==> src/rtl/serial_compare.sv <==
// Multi-cycle magnitude comparator: walks both operands MSB-first, DIGIT bits per
// clock, and stops at the first differing chunk. Signed compares use an MSB flip.
module serial_compare #(
    parameter int WIDTH = 8,
    parameter int DIGIT = 2
) (
    input  logic             clk,
    input  logic             reset,
    input  logic             start,
    input  logic             signed_mode,
    input  logic [WIDTH-1:0] a,
    input  logic [WIDTH-1:0] b,
    output logic             ready,
    output logic             done,
    output logic             aeqb,
    output logic             agtb,
    output logic             altb
);
    localparam int N  = WIDTH / DIGIT;
    localparam int CW = $clog2(N + 1);

    typedef enum logic [1:0] {
        IDLE = 2'd0,
        RUN  = 2'd1,
        DONE = 2'd2
    } state_t;

    state_t           state_q, state_d;
    logic [WIDTH-1:0] a_q, a_d;
    logic [WIDTH-1:0] b_q, b_d;
    logic [CW-1:0]    cnt_q, cnt_d;
    logic             eq_q, eq_d;
    logic             gt_q, gt_d;
    logic             lt_q, lt_d;
    logic [DIGIT-1:0] chunk_a;
    logic [DIGIT-1:0] chunk_b;

    assign chunk_a = a_q[WIDTH-1 -: DIGIT];
    assign chunk_b = b_q[WIDTH-1 -: DIGIT];

    always_ff @(posedge clk) begin
        if (reset) begin
            state_q <= IDLE;
            a_q     <= '0;
            b_q     <= '0;
            cnt_q   <= '0;
            eq_q    <= 1'b0;
            gt_q    <= 1'b0;
            lt_q    <= 1'b0;
        end else begin
            state_q <= state_d;
            a_q     <= a_d;
            b_q     <= b_d;
            cnt_q   <= cnt_d;
            eq_q    <= eq_d;
            gt_q    <= gt_d;
            lt_q    <= lt_d;
        end
    end

    always_comb begin
        state_d = state_q;
        a_d     = a_q;
        b_d     = b_q;
        cnt_d   = cnt_q;
        eq_d    = eq_q;
        gt_d    = gt_q;
        lt_d    = lt_q;
        case (state_q)
            IDLE: begin
                if (start) begin
                    // Flipping the sign bit maps two's-complement order onto unsigned order.
                    a_d            = a;
                    b_d            = b;
                    a_d[WIDTH-1]   = a[WIDTH-1] ^ signed_mode;
                    b_d[WIDTH-1]   = b[WIDTH-1] ^ signed_mode;
                    cnt_d          = CW'(N);
                    state_d        = RUN;
                end
            end
            RUN: begin
                if (chunk_a != chunk_b) begin
                    state_d = DONE;
                    eq_d    = 1'b0;
                    gt_d    = (chunk_a > chunk_b);
                    lt_d    = (chunk_a < chunk_b);
                end else if (cnt_q == CW'(1)) begin
                    state_d = DONE;
                    eq_d    = 1'b1;
                    gt_d    = 1'b0;
                    lt_d    = 1'b0;
                end else begin
                    a_d   = a_q << DIGIT;
                    b_d   = b_q << DIGIT;
                    cnt_d = cnt_q - CW'(1);
                end
            end
            DONE: begin
                state_d = IDLE;
            end
            default: begin
                state_d = IDLE;
            end
        endcase
    end

    assign ready = (state_q == IDLE);
    assign done  = (state_q == DONE);
    assign aeqb  = eq_q;
    assign agtb  = gt_q;
    assign altb  = lt_q;

endmodule

==> config.mk <==
export PLATFORM = sky130hd
export DESIGN_NAME = serial_compare
export DESIGN_NICKNAME = d
export VERILOG_FILES = /design/src/rtl/serial_compare.sv
export SDC_FILE = /design/constraint.sdc
export NUM_CORES = 1
export LEC_CHECK = 0
export CAP_MARGIN = 20
export CORE_ASPECT_RATIO = 1.4
export CORE_UTILIZATION = 31
export DETAILED_ROUTE_END_ITERATION = 10
export MAX_ROUTING_LAYER = met4
export PLACE_DENSITY = 0.55
export RECOVER_POWER = 25
export SKIP_CTS_REPAIR_TIMING = 1
export SYNTH_ARGS = -nofsm -noshare
export SYNTH_HDL_FRONTEND = slang
export SYNTH_SLANG_ARGS = --single-unit
export TNS_END_PERCENT = 5
==> constraint.sdc <==
create_clock -name clk -period 3.7 [get_ports clk]
set_input_delay 0.555 -clock clk [delete_from_list [all_inputs] [get_ports clk]]
set_output_delay 0.555 -clock clk [all_outputs]
set_load 0.005 [all_outputs]
==> flow_summary.toml <==
[clock_network]
htreeDepth = 1
cts_num_sinks = 24
cts_buffers = 3
cts.reportedPaths.clkPinSlew_ns = 0.08
worstSkewPairLatency_ns = 0.26
cts_tree = "yes"
clockRootBuffer = "clkbuf_8"
cts_buffer_depth = 2

[power_and_ir_drop]
p_total_mw = 0.717
p_leak_nw = 0.521
max-vdd-ir-drop_mv = 0.320
power_density_nw_per_um2 = 512

[final_layout]
fin_nets = 180
antenna_cells = 0
area_growth_pct = 25.1
n_fill_cell = 359
drive_gt1_share_pct = 3.23

[floorplanning]
die_h_um = 73.1
fp.dieW_um = 52.8
initial_utilization_pct = 32.8
coreArea_sq_um = 3410
io_pins = 25
rows = 25
die_area_sq_um = 3860

[job]
drv_cap = 0

[worst_setup_path]
cp.arrival_ns = 2.37
worst-path-buf-inv = 0
r2r_cells = 4
path_cells = "nand2b_1 > o31ai_4 > nor2_1 > a311oi_1"
path_class = "register to register"
cp-start-kind = "register"
cp_slowest_cell = "o31ai_4"
critPathMaxFanout = 24
slowest_delay_ns = 0.91
cp-end-kind = "register"
cp_top_family = "compound AO/OA/AOI/OAI gates"
worstPathRequired_ns = 3.87
cp.depth = 4

[timing]
max_slew_margin_pct = 36.9
slew_violations = 0
rsz0062_at_grt = "false"
tns_ns = 0
fmax_ghz = 0.453
period_minus_slack_ns = 2.21
setup_viol = 0
worst_pin_slew_ns = 0.943
finalCritPeriodShare_pct = 59.6
hold_viol_final = 0
clock_skew_ns = 0.00261

[yosys]
syn_area_per_cell_sq_um = 8.17
yosysMostFrequentCell = "nand2_1"
synth_top_cell_area_share_pct = 42.9
ys_ff_latch = 24
synth_warnings = 0
ys_seq_area_share_pct = 42.9
async_flop_share_pct = 0
synth_fp_nets = 161
synthFlopType = "dfxtp_1"
synth_area_leaders = "dfxtp_1 (43%), nand2_1 (9.4%), a311oi_1 (7.8%), nor2_1 (5.0%), a21oi_1 (4.9%)"
synth_commonest_cells = "nand2_1 (28), dfxtp_1 (24), nor2_1 (15)"
syn_area_sq_um = 1120
synth-edff-count = 0
synth_largest_area_cell = "dfxtp_1"
ys_types = 28
syn_inst = 137

[grt]
grt_start_max_net_pins = 26
grt_overflow = 0
grt_pass1_wl_mm = 4.13
grt_usage_pct = 14.7
grt_pass1_vias = 955
antenna_found_initial = 0

[detailed_routing]
via_count = 964
drt_iter0_markers = 17
first_pass_iters = 4
finalWirelength_mm = 2.44
avgViaCountPerCell = 4.94
antenna_left = 0
drc = 0
wl_per_cell_um = 12.5

[placed_design]
dp_hpwl_mm = 1.72
gp_congestion = 0.734
port_buffers = 24

[hold_path]
min_path_cells = 2
hp-class = "register to register"

[status]
status = "finished, final reports clean"
## worst reg2reg max path, cell delays in order (launching register included)
cell	delay (ns)
dfxtp_1	0.34
nand2b_1	0.50
o31ai_4	0.91
nor2_1	0.09
a311oi_1	0.27
## flip-flops by register name (all words and copies together), names as in the netlist
register,flops
aeqb,1
state_q,2
b_q,8
altb,1
a_q,8
agtb,1
cnt_q,3
## routing by layer
layer	up-vias	share of wire [%]	GRT usage [%]	wire length, um
met1	440	48	18.1	1160
met4	0	1.7	7.02	42
met2	16	48	23.5	1160
met5	-	0	-	0
li1	504	-	-	-
met3	4	3.0	1.88	73
## cell families (layout without fill, tap and decap cells)
group                      count (synthesis)  count (layout)  synth area share (%)
DFF                                       24              24                  42.9
and+or+nand+nor                           63              63                  25.4
buffers and inverters                     16              34                  7.26
xor gates and xnor gates                   2               2                  1.56
adders and majority gates                  4               4                  4.47
AOI/OAI and AO/OA                         28              28                  18.4
## final cells by class
class	instances	area (sq um)	share of cell area (%)
multi-input combinational	97	553	39.5
timing repair buffer	24	240	17.1
tap	40	50.0	3.57
inverter	6	22.5	1.61
sequential	24	480	34.3
clock buffer	4	55.1	3.93
## cells in the final DEF, fill, tap and decap left out
| master | synthesis | routed |
|---|---|---|
| nand2_1 | 28 | 28 |
| dfxtp_1 | 24 | 24 |
| clkdlybuf4s50_1 | 0 | 20 |
| nor2_1 | 15 | 15 |
| a21oi_1 | 11 | 11 |
| a311oi_1 | 10 | 10 |
| nand3_1 | 8 | 8 |
| inv_1 | 6 | 6 |
| ha_1 | 4 | 4 |
| clkbuf_8 | 0 | 4 |
| dlygate4sd3_1 | 0 | 4 |
| or3_1 | 2 | 3 |
| nor2b_1 | 2 | 2 |
| nand2b_1 | 2 | 2 |
| xnor2_1 | 2 | 2 |
| o211ai_1 | 2 | 2 |
| or3b_1 | 1 | 1 |
| o31ai_4 | 1 | 1 |
| and2b_1 | 1 | 1 |
| and2_1 | 1 | 1 |
| o31ai_1 | 1 | 1 |
| nor3_1 | 1 | 1 |
| nor4_1 | 1 | 1 |
| o21ai_0 | 1 | 1 |
| a211oi_1 | 1 | 1 |
| a22oi_1 | 1 | 1 |
## per-stage QoR
| stage | area, sq um | util, % | setup slack (ns) | instances | hold slack, ns |
|---|---|---|---|---|---|
| detailed placement | 1350 | 39.6 | 1.41 | 191 | 0.453 |
| finish | 1400 | 41.1 | 1.49 | 195 | 0.466 |
| global placement | 1350 | 39.6 | 1.48 | 191 | 0.445 |
| floorplan | 1120 | - | 2.02 | 137 | 0.444 |
| CTS | 1410 | 41.2 | 1.47 | 195 | 0.471 |
| global route | 1400 | 41.1 | 1.21 | 195 | 0.484 |
## where the power goes
part           switching (mW)  internal, mW  total, mW
clock network          0.0821        0.0949      0.177
logic                   0.120        0.0922      0.212
registers              0.0256         0.302      0.328
total                   0.228         0.489      0.717
## final timing paths
check                                 from  endpoint  slack, ns
worst max-delay path            state_q[1]    a_q[6]       1.49
worst min register to register        agtb      agtb       0.47
worst max register to register  state_q[1]    a_q[6]       1.49
worst min-delay path                  agtb      agtb       0.47
Note: power is estimated with default switching activity, not from simulation.
